$ cat config.mk
export PLATFORM = sky130hd
export DESIGN_NAME = uart_rx
export DESIGN_NICKNAME = d
export VERILOG_FILES = /design/src/rtl/uart_pkg.sv /design/src/rtl/uart_sync2.sv /design/src/rtl/uart_rx.sv
export SDC_FILE = /design/constraint.sdc
export NUM_CORES = 1
export LEC_CHECK = 0
export ABC_AREA = 1
export CAP_MARGIN = 0
export CORE_MARGIN = 2
export CORE_UTILIZATION = 50
export CTS_CLUSTER_SIZE = 25
export DETAILED_ROUTE_END_ITERATION = 6
export PLACE_DENSITY_LB_ADDON = 0.12
export SETUP_SLACK_MARGIN = 0.02
export SLEW_MARGIN = 0
export SYNTH_ARGS = -nofsm -noshare
export SYNTH_HDL_FRONTEND = slang
export SYNTH_SLANG_ARGS = --single-unit
$ cat constraint.sdc
create_clock -name clk -period 1.4 [get_ports clk]
set_input_delay 0.28 -clock clk [delete_from_list [all_inputs] [get_ports clk]]
set_output_delay 0.28 -clock clk [all_outputs]
set_load 0.005 [all_outputs]
$ cat src/rtl/uart_pkg.sv
// Shared UART definitions: frame width, default bit period and the FSM state
// encoding used by both the receiver and the transmitter.
package uart_pkg;

    localparam int UART_DATA_BITS    = 8;
    localparam int UART_CLKS_PER_BIT = 16;

    typedef enum logic [2:0] {
        IDLE  = 3'd0,
        START = 3'd1,
        DATA  = 3'd2,
        STOP  = 3'd3,
        BREAK = 3'd4
    } uart_state_e;

endpackage

$ cat src/rtl/uart_sync2.sv
// Two-flop synchronizer for an asynchronous single-bit input.
// RST_VAL sets the value both flops take in reset (the line's idle level).
module uart_sync2 #(
    parameter logic RST_VAL = 1'b1
) (
    input  logic clk,
    input  logic rst_n,
    input  logic d,
    output logic q
);

    logic meta;

    // NOTE: flops are written with non-blocking assignments so that q takes the
    // previous value of meta and the chain really is two stages deep.
    always_ff @(posedge clk or negedge rst_n) begin
        if (!rst_n) begin
            meta <= RST_VAL;
            q    <= RST_VAL;
        end else begin
            meta <= d;
            q    <= meta;
        end
    end

endmodule

$ cat src/rtl/uart_rx.sv
// 8N1 UART receiver: start-bit glitch filter, mid-bit sampling of LSB-first
// data, stop-bit check with one-cycle valid / frame_err strobes.
module uart_rx
    import uart_pkg::*;
#(
    parameter int CLKS_PER_BIT = UART_CLKS_PER_BIT
) (
    input  logic                      clk,
    input  logic                      rst_n,
    input  logic                      rx,
    output logic [UART_DATA_BITS-1:0] data,
    output logic                      valid,
    output logic                      frame_err,
    output logic                      busy
);

    localparam int CW = $clog2(CLKS_PER_BIT);
    localparam logic [CW-1:0] HALF_CNT = CW'(CLKS_PER_BIT / 2 - 1);
    localparam logic [CW-1:0] LAST_CNT = CW'(CLKS_PER_BIT - 1);
    localparam logic [2:0]    LAST_BIT = 3'(UART_DATA_BITS - 1);

    uart_state_e               state_q, state_d;
    logic [CW-1:0]             cnt_q, cnt_d;
    logic [2:0]                bit_idx_q, bit_idx_d;
    logic [UART_DATA_BITS-1:0] shift_q, shift_d;
    logic [UART_DATA_BITS-1:0] data_q, data_d;
    logic                      valid_q, valid_d;
    logic                      ferr_q, ferr_d;
    logic                      rx_s;

    uart_sync2 #(.RST_VAL(1'b1)) u_sync (
        .clk   (clk),
        .rst_n (rst_n),
        .d     (rx),
        .q     (rx_s)
    );

    always_ff @(posedge clk or negedge rst_n) begin
        if (!rst_n) begin
            state_q   <= IDLE;
            cnt_q     <= '0;
            bit_idx_q <= '0;
            shift_q   <= '0;
            data_q    <= '0;
            valid_q   <= 1'b0;
            ferr_q    <= 1'b0;
        end else begin
            state_q   <= state_d;
            cnt_q     <= cnt_d;
            bit_idx_q <= bit_idx_d;
            shift_q   <= shift_d;
            data_q    <= data_d;
            valid_q   <= valid_d;
            ferr_q    <= ferr_d;
        end
    end

    always_comb begin
        // NOTE: every output of this block gets a default first; without it a
        // path that skips an assignment would infer a latch.
        state_d   = state_q;
        cnt_d     = cnt_q;
        bit_idx_d = bit_idx_q;
        shift_d   = shift_q;
        data_d    = data_q;
        valid_d   = 1'b0;
        ferr_d    = 1'b0;

        case (state_q)
            IDLE: begin
                if (!rx_s) begin
                    state_d = START;
                    cnt_d   = '0;
                end
            end
            START: begin
                // Re-check the line at mid start bit; a high level was a glitch.
                if (cnt_q == HALF_CNT) begin
                    cnt_d     = '0;
                    bit_idx_d = '0;
                    state_d   = rx_s ? IDLE : DATA;
                end else begin
                    cnt_d = cnt_q + CW'(1);
                end
            end
            DATA: begin
                if (cnt_q == LAST_CNT) begin
                    cnt_d            = '0;
                    shift_d[bit_idx_q] = rx_s;
                    if (bit_idx_q == LAST_BIT) begin
                        state_d = STOP;
                    end else begin
                        bit_idx_d = bit_idx_q + 3'd1;
                    end
                end else begin
                    cnt_d = cnt_q + CW'(1);
                end
            end
            STOP: begin
                if (cnt_q == LAST_CNT) begin
                    cnt_d = '0;
                    if (rx_s) begin
                        data_d  = shift_q;
                        valid_d = 1'b1;
                        state_d = IDLE;
                    end else begin
                        ferr_d  = 1'b1;
                        state_d = BREAK;
                    end
                end else begin
                    cnt_d = cnt_q + CW'(1);
                end
            end
            BREAK: begin
                // A line held low must go idle before a new start is accepted.
                if (rx_s) begin
                    state_d = IDLE;
                end
            end
            default: state_d = IDLE;
        endcase
    end

    assign data      = data_q;
    assign valid     = valid_q;
    assign frame_err = ferr_q;
    assign busy      = (state_q != IDLE);

endmodule

* Word level (Yosys, flattened, before mapping)
Index checks and enable logic that the tools add are counted.
Widths: inputs -> output; s select.
** Word-level totals
- Input port bits :: 3
- Register bits :: 30
- Output and inout bits :: 11
** Operators by class
- Reduce and logical (&&, ||, !) cells :: 11
- Equal/unequal tests :: 14
- Mux-type cells :: 26
- Add/subtract/negate cells :: 2
- Order comparisons :: 2
** Operators by type and width (count)
- $mux 3 :: 10
- $pmux 3 s5 :: 1
- $mux 4 :: 3
- $ne 2x2->1 const B :: 6
- $pmux 4 s3 :: 1
- $bwmux 8 :: 1
- $mux 1 :: 7
- $eq 3x2->1 const B :: 2
- $eq 3x3->1 const B :: 2
- $pmux 3 s2 :: 1
- $reduce_and 6->1 :: 1
- $reduce_bool 3->1 :: 2
- $add 4x1->4 const B :: 1
- $eq 4x3->1 const B :: 1
- $eq 4x4->1 const B :: 1
- $lt 3x4->1 const B :: 1
- $reduce_and 2->1 :: 2
- $reduce_and 4->1 :: 1
- $add 3x1->3 const B :: 1
- $demux 1 s3 :: 1
- $eq 3x1->1 const B :: 1
- $ge 3x1->1 const B :: 1
- $logic_not 3->1 :: 1
- $reduce_and 3->1 :: 1
- 5 further kinds :: 5

* Longest topological paths before layout
Gate-level depths: netlist (run 1).
- Word-level depth :: 5
- Depth in mapped cells :: 9
- Mapped depth without buffers :: 9

* Hierarchy
From an unflattened synthesis (run 1), not the netlist that was laid out.
** Unflattened totals
- Cell total of the unflattened synthesis :: 160
- Area total of the unflattened synthesis :: 1358.8 um2
** By module, submodules not included
- uart_rx :: seq. area each 700.7 um2, area each 1306.3 um2, cells an instance 158, times used 1
- uart_sync2 :: seq. area each 52.6 um2, area each 52.6 um2, cells an instance 2, times used 1

* Worst setup path after synthesis (run 1)
Ideal clock, no wire load.
- Path type :: register to register
- Start :: reg bit_idx_q[0]
- End :: reg bit_idx_q[0]
- Data required time :: 1283 ps
- Cell stages (with the launch flop) :: 9
- Setup time :: 117 ps
- Clock period less this slack :: 1332 ps
- Path buffers :: 0
- Path slack :: 68 ps
- Arrival time :: 1215 ps
- Cells stage by stage :: dfrtp_1 > ha_1 > ha_1 > inv_1 > nand3_1 > nand2_1 > nand2_2 > nand2_1 > nand2_1
** On the way
- Longest elaborated chain between the ends :: 4
- Elaborated cells on any way between the ends :: 7
- Classes of those cells :: add/sub: 1; eq/ne: 2; mux: 3; reduce/logical: 1
** RTL lines
- start: declaration :: line uart_rx.sv:24 : logic [2:0] bit_idx_q, bit_idx_d;
- start signal: assignment :: line uart_rx.sv:50 : bit_idx_q <= bit_idx_d;
- $add 3x1->3 :: line uart_rx.sv:93 : bit_idx_d = bit_idx_q + 3'd1;
- $mux 3 :: line uart_rx.sv:90 : if (bit_idx_q == LAST_BIT) begin
- $mux 3 :: line uart_rx.sv:87 : if (cnt_q == LAST_CNT) begin
- $pmux 3 s2 :: line uart_rx.sv:69 : case (state_q)
Parallel ways exist; a longest one is shown, timed or not. The select of a mux whose other input is x is not followed.
A chain may end at the register's enable or synchronous reset.

* Final worst setup path (run 1)
- Start :: reg cnt_q[1]
- End :: reg state_q[1]
** On the way
- Longest elaborated chain between the ends :: 3
- Elaborated cells on any way between the ends :: 6
- Classes of those cells :: eq/ne: 5; reduce/logical: 1
** RTL lines
- start: declaration :: line uart_rx.sv:23 : logic [CW-1:0] cnt_q, cnt_d;
- start signal: assignment :: line uart_rx.sv:49 : cnt_q <= cnt_d;
- $eq 4x4->1 or $eq 4x3->1 (tied branches) :: line uart_rx.sv:87, uart_rx.sv:100, uart_rx.sv:78
- $ne 2x2->1 (no source line)
- $reduce_and 6->1 (no source line) *
- end signal: assignment :: line uart_rx.sv:48 : state_q <= state_d;
- end: declaration :: line uart_rx.sv:22 : uart_state_e state_q, state_d;
Every way passes the cells marked *; elsewhere a longest branch is shown, timed or not.

==> summary.md, run 1 <==
| Metric | Value |
|---|---|
| Register area | 753 um^2 |
| DRT iter0 DRCs | 39 |
| Die X | 57.0 um |
| Ranking of synthesized cells by area | dfrtp_1 50%, nand2_1 16%, nand3_1 4.6%, o21ai_0 4.3%, dfstp_2 3.7% |
| # rows | 19 |
| Met2 Use GR | 32.8% |
| Unique masters post-synth | 20 |
| Sequential power share | 40.4% |
| Synth Area in Simple Gates | 32.0% |
| Ys async rst share | 100% |
| Final-report hold violation count | 0 |
| Share of cells above drive strength 1 | 25.6% |
| Clock Power Share | 18.6% |
| Total via count in the routed design | 1209 |
| Largest area contributor in the netlist | dfrtp_1 |
| Crit. End Element | flop |
| Sequential share of the synthesized area | 53.7% |
| DRC Markers | 0 |
| Synth Flop Type | dfrtp_1 |
| Switching share of power | 38.8% |
| Number of flops mapped to enable cells by yosys | 0 |
| Gate power share | 41.0% |
| H-tree depth | 2 |
| Final instance area | 1840 um^2 |
| Synth Area in XOR/XNOR | 1.25% |
| Multiplexer share of the synthesized area | 0% |
| Worst setup SP type | flop |
| Clock Latency Late Sink | 0.32 ns |
| Placement Setup Slack | -0.0130 ns |
| GRT overflow | 0 |
| Crit Path Class | flop to flop |
| Die Y | 57.0 um |
| # hold bufs at CTS | 0 |
| Post-Route Hold Slack | 0.274 ns |
| Top-count cell post-synth | nand2_1 |
| Vias in the first global route | 1135 |
| Tot GR Track Use | 19.4% |
| Cells after Synth | 167 |
| Setup violations, final | 3 |
| Compound-Gate Fraction of Synth Area | 5.71% |
| Yosys reg bits | 30 |
| Total of max-cap violations | 0 |
| Worst-path clk slew | 0.09 ns |
| Layout Nets | 212 |
| Adder-cell share of the synthesized area | 2.68% |
| Synth top area share | 50.0% |
| Post-route ant nets | 0 |
| GRT met1 Usage | 22.6% |
| First-pass GRT wire length | 4830 um |
| # diodes | 0 |
| P_leak | 0.966 nW |
| Post-DP HPWL | 1930 um |
| Antenna violations before repair | 0 |
| Class of the worst hold path | primary input to async pin |
| CTS tree | done |
| Combinational family with the most area after synthesis | simple AND/OR/NAND/NOR gates |
| Netlist Area Pre-Place | 1400 um^2 |
| PwrDens | 1430 nW/um^2 |
| Worst VDD drop | 0.981 mV |
| Final WS setup | -0.0212 ns |
| CP arrival | 1.65 ns |
| Met3 usage in global routing | 5.67% |
| Yosys Warn Count | 0 |
| Overall power | 2.63 mW |
| Setup TNS | -0.0468 ns |
| Core ar. | 2710 um^2 |
| Most frequent cells after synthesis | 60 x nand2_1, 28 x dfrtp_1, 13 x inv_1, 13 x nand3_1 |
| Status | finished, violations left |
| TritonCTS Buffers | 5 |
| Largest net degree at the start of global routing | 22 |
| Max Freq | 0.704 GHz |
| PortBufs | 13 |
| Post-DP Area | 1630 um^2 |
| Syn_area_per_cell | 8.40 um^2 |
| Initial core utilization | 51.8% |
| Router iterations before antenna repair | 4 |
| GR peak layer | met2 |
| CTS Root Buffer Type | clkbuf_4 |
| Crit path max fanout | 4 |
| Worst slew pin tran | 0.260 ns |
| Clock sinks | 30 |
| Wirelength per Cell | 12.4 um |
| Total Wirelength | 2960 um |
| Unrepaired setup endpoints after global routing | true |
| Slew Viols, Final | 0 |
| Crit share post-route | 102% |
| Fillers | 209 |
| Internal power | 1.61 mW |
| Die Area | 3250 um^2 |
| CTS Buffer Depth | 2 |
| Top-level I/O count | 14 |
| Clock Skew | 0.00574 ns |
| P_sw | 1.02 mW |
| Slew headroom | 82.7% |
| Crit path required time | 1.62 ns |
| Placer Congestion | 0.829 |
| Area of the multi-input gates | 657 um^2 |
| Synth-to-layout area growth | 31.0% |
| Failing checks | negative setup slack |
| Post-layout min period | 1.42 ns |
| Routed vias/inst | 5.08 |
| Syn Nets | 173 |
==> metal layers <==
layer  vias to the layer above  wire length [um]  share of wire (%)
met5                         -                 0                  0
met4                         0                54                1.8
met3                         7               183                6.2
met2                        36              1460                 49
met1                       558              1260                 43
li1                        608                 -                  -
==> per-stage QoR <==
stage / util, % / std cells
CTS: 63.7 / 232
global placement: 60.3 / 219
floorplan: - / 167
detailed placement: 60.3 / 219
finish: 67.8 / 238
global route: 67.8 / 238
==> area by class of cell <==
type	instances	share of cell area (%)
sequential	30	41.0
tap	31	2.11
clock inverter	2	0.545
multi-input combinational	121	35.8
timing repair buffer	34	15.3
inverter	14	3.00
clock buffer	6	2.25
==> repair_timing <==
item / 4_1_cts / 5_1_grt
setup endpoints to repair: 26 / 22
gates resized for setup: 15 / 19
gates cloned: 0 / 0
pin swaps: 2 / 11
buffers inserted: 5 / 6
==> layout by cell type, fill, tap and decap left out, types with 2 or more instances in the layout <==
cell | Yosys | final
dfrtp_1 | 28 | 28
clkdlybuf4s50_1 | 0 | 2
buf_4 | 1 | 18
dlygate4sd2_1 | 0 | 10
o21ai_1 | 3 | 5
inv_1 | 13 | 13
nor2_4 | 3 | 7
ha_1 | 3 | 2
dfstp_2 | 2 | 2
nand2_1 | 60 | 59
o21ai_0 | 12 | 10
nand3_2 | 1 | 5
nor2_1 | 12 | 11
buf_6 | 0 | 3
clkbuf_4 | 0 | 5
nand2_4 | 0 | 3
nand2_2 | 4 | 2
nor2_2 | 6 | 3
clkinv_2 | 0 | 2
nand3_1 | 13 | 9
==> power groups by stage <==
| stage | clock network (mW) | logic [mW] | registers, mW |
|---|---|---|---|
| CTS | 0.497 | 0.911 | 1.05 |
| finish | 0.489 | 1.08 | 1.06 |
| detailed placement | 0 | 0.828 | 1.07 |
| global route | 0.541 | 1.21 | 1.07 |
| floorplan | 0 | 0.531 | 1.08 |
| global placement | 0 | 0.808 | 1.06 |
==> worst max-delay path: stages, from the launching register on <==
cell	delay (ns)
dfrtp_1	0.44
ha_4	0.19
nand3_2	0.14
nand2_1	0.15
nand2_1	0.08
nor2_2	0.13
nand2_1	0.08
nand2_1	0.06
nand2_1	0.04
==> cell families (layout without fill, tap and decap cells) <==
| family | after synthesis | count (layout) |
|---|---|---|
| flip-flops | 30 | 30 |
| buffers and inverters | 16 | 56 |
| AND/OR/NAND/NOR | 100 | 100 |
| adder cells (fa/ha/maj) | 3 | 3 |
| XOR/XNOR | 2 | 2 |
| AO/OA/AOI/OAI | 16 | 16 |
==> flip-flops by register name, indices dropped and copies added (netlist names) <==
name / cells
u_sync.q: 1
valid: 1
frame_err: 1
bit_idx_q: 3
state_q: 3
cnt_q: 4
u_sync.meta: 1
shift_q: 8
data: 8
==> final timing paths <==
| kind | from | end | slack (ns) | depth (start not counted) |
|---|---|---|---|---|
| min in group clk | u_sync.meta | u_sync.q | 0.36 | 0 |
| max in group asynchronous | rst_n | bit_idx_q[2] | 0.86 | 2 |
| worst max-delay path | cnt_q[1] | state_q[1] | -0.02 | 8 |
| worst max register to register | cnt_q[1] | state_q[1] | -0.02 | 8 |
| worst min register to register | u_sync.meta | u_sync.q | 0.36 | 0 |
| worst min-delay path | rst_n | state_q[0] | 0.27 | 2 |
Note: power is estimated with default switching activity, not from simulation.
==> run 2: changes to the inputs <==
CAP_MARGIN = 40   (was 0)
CTS_CLUSTER_SIZE = not set   (was 25)
PLACE_DENSITY = 0.84   (was not set)
PLACE_DENSITY_LB_ADDON = not set   (was 0.12)
==> summary.md, run 2 (synthesis results as in run 1) <==
| Metric | Value |
|---|---|
| Router iterations before antenna repair | 4 |
| Clock Power Share | 18.2% |
| Post-route ant nets | 0 |
| Met3 usage in global routing | 4.54% |
| P_sw | 1.04 mW |
| Sequential power share | 40.4% |
| PwrDens | 1440 nW/um^2 |
| First-pass GRT wire length | 5300 um |
| # hold bufs at CTS | 0 |
| Total Wirelength | 3090 um |
| P_leak | 0.947 nW |
| Reg-to-reg endpoint | bit_idx_q[2] |
| GR peak layer | met2 |
| Switching share of power | 39.3% |
| Placer Congestion | 0.836 |
| CTS Buffer Depth | 2 |
| TritonCTS Buffers | 5 |
| Wirelength per Cell | 13.2 um |
| GRT overflow | 0 |
| Status | finished, violations left |
| Commonest non-fill, non-tap cell in the layout | nand2_1 |
| # rows | 19 |
| Synth-to-layout area growth | 31.0% |
| Clock Skew | 0.0107 ns |
| Share of cells above drive strength 1 | 28.6% |
| DRT iter0 DRCs | 62 |
| Setup violations, final | 5 |
| Unrepaired setup endpoints after global routing | true |
| Crit path required time | 1.61 ns |
| Finished Layout Cells | 234 |
| Post-layout min period | 1.44 ns |
| Final WS setup | -0.0364 ns |
| Top-level I/O count | 14 |
| Post-DP Area | 1630 um^2 |
| Internal power | 1.60 mW |
| CTS Root Buffer Type | clkbuf_4 |
| R2R depth | 8 |
| Antenna violations before repair | 0 |
| Failing checks | negative setup slack |
| H-tree depth | 2 |
| GRT met1 Usage | 24.4% |
| Tot GR Track Use | 21.0% |
| Slew Viols, Final | 0 |
| Die X | 57.0 um |
| Die Area | 3250 um^2 |
| Crit path max fanout | 8 |
| Crit Path Class | flop to flop |
| Post-DP HPWL | 1980 um |
| Slew headroom | 80.6% |
| Layout Nets | 208 |
| PortBufs | 13 |
| Crit share post-route | 103% |
| Class of the worst hold path | primary input to async pin |
| CTS tree | done |
| Worst setup SP type | flop |
| Fillers | 199 |
| Clock sinks | 30 |
| # diodes | 0 |
| Initial core utilization | 51.8% |
| Worst-path clk slew | 0.10 ns |
| Routed vias/inst | 5.26 |
| Beginning of the critical path | cnt_q[1] |
| Total of max-cap violations | 0 |
| CP arrival | 1.65 ns |
| Worst slew pin tran | 0.290 ns |
| Final instance area | 1840 um^2 |
| Clock Latency Late Sink | 0.32 ns |
| Final-report hold violation count | 0 |
| Vias in the first global route | 1239 |
| Met2 Use GR | 36.0% |
| Crit. End Element | flop |
| Core ar. | 2710 um^2 |
| Gate power share | 41.3% |
| Worst VDD drop | 0.981 mV |
| DRC Markers | 0 |
| Placed insts | 217 |
| Reg2reg setup slack | -0.04 ns |
| Total via count in the routed design | 1232 |
| Commonest non-fill, non-tap cells in the layout | 53 x nand2_1, 27 x dfrtp_1, 14 x buf_4 |
| Max Freq | 0.696 GHz |
| Crit Reg-Reg Startpoint | cnt_q[1] |
| Largest net degree at the start of global routing | 31 |
| Die Y | 57.0 um |
run 2: cell types whose count changed in the layout (fill, tap and decap cells not counted), sizes merged:
cell  previous run  this run
buf             21        17
run 2: final cells by class:
class	instances	area (um^2)	area share, %
Clock buffer	6	41.3	2.25
Inverter	14	55.1	3.00
Sequential cell	30	754	41.1
Multi-Input combinational cell	121	677	36.9
Clock inverter	2	10.0	0.545
Tap cell	31	38.8	2.11
Timing Repair Buffer	30	260	14.2
run 2: how the worst max path moves through the flow:
stage / end / depth (start not counted)
floorplan: bit_idx_q[0] / 8
global placement: cnt_q[3] / 8
detailed placement: cnt_q[0] / 8
CTS: busy / 3
global route: cnt_q[3] / 8
finish: bit_idx_q[2] / 8
run 2: repair_timing:
| item | CTS | global route |
|---|---|---|
| resized for setup | 22 | 22 |
| pin swaps | 4 | 10 |
| setup buffers | 8 | 1 |
| setup endpoints to repair | 22 | 23 |
run 2: per-stage QoR:
stage | hold WS (ns) | setup WS [ns] | TNS (ns) | utilization [%] | power, mW
CTS | 0.311 | -0.0412 | -0.0422 | 65.0 | 2.51
global placement | 0.347 | 0.0485 | 0 | 60.2 | 1.84
floorplan | -0.0156 | 0.0683 | 0 | - | 1.61
global route | 0.325 | -0.0776 | -0.694 | 67.8 | 2.82
detailed placement | 0.348 | -0.0320 | -0.104 | 60.2 | 1.91
finish | 0.307 | -0.0364 | -0.0715 | 67.8 | 2.64
run 2: power groups by stage:
stage          sequential, mW  combinational (mW)  clock (mW)
6_report                 1.07                1.09       0.481
5_1_grt                  1.07                1.21       0.535
4_1_cts                  1.04               0.972       0.495
3_5_place_dp             1.06               0.840           0
3_3_place_gp             1.06               0.785           0
2_1_floorplan            1.08               0.531           0
run 2: critical path: stages (launching register included):
cell	delay, ns
dfrtp_1	0.41
ha_4	0.19
nand2_4	0.07
nor2_4	0.12
nor2_2	0.07
nor2_4	0.22
nand2_2	0.09
nand2_1	0.09
nand2_1	0.06
run 2: metal layers:
layer | wire [um] | vias up
met4 | 57 | 0
met3 | 138 | 7
met5 | 0 | -
met2 | 1660 | 34
li1 | - | 599
met1 | 1220 | 592
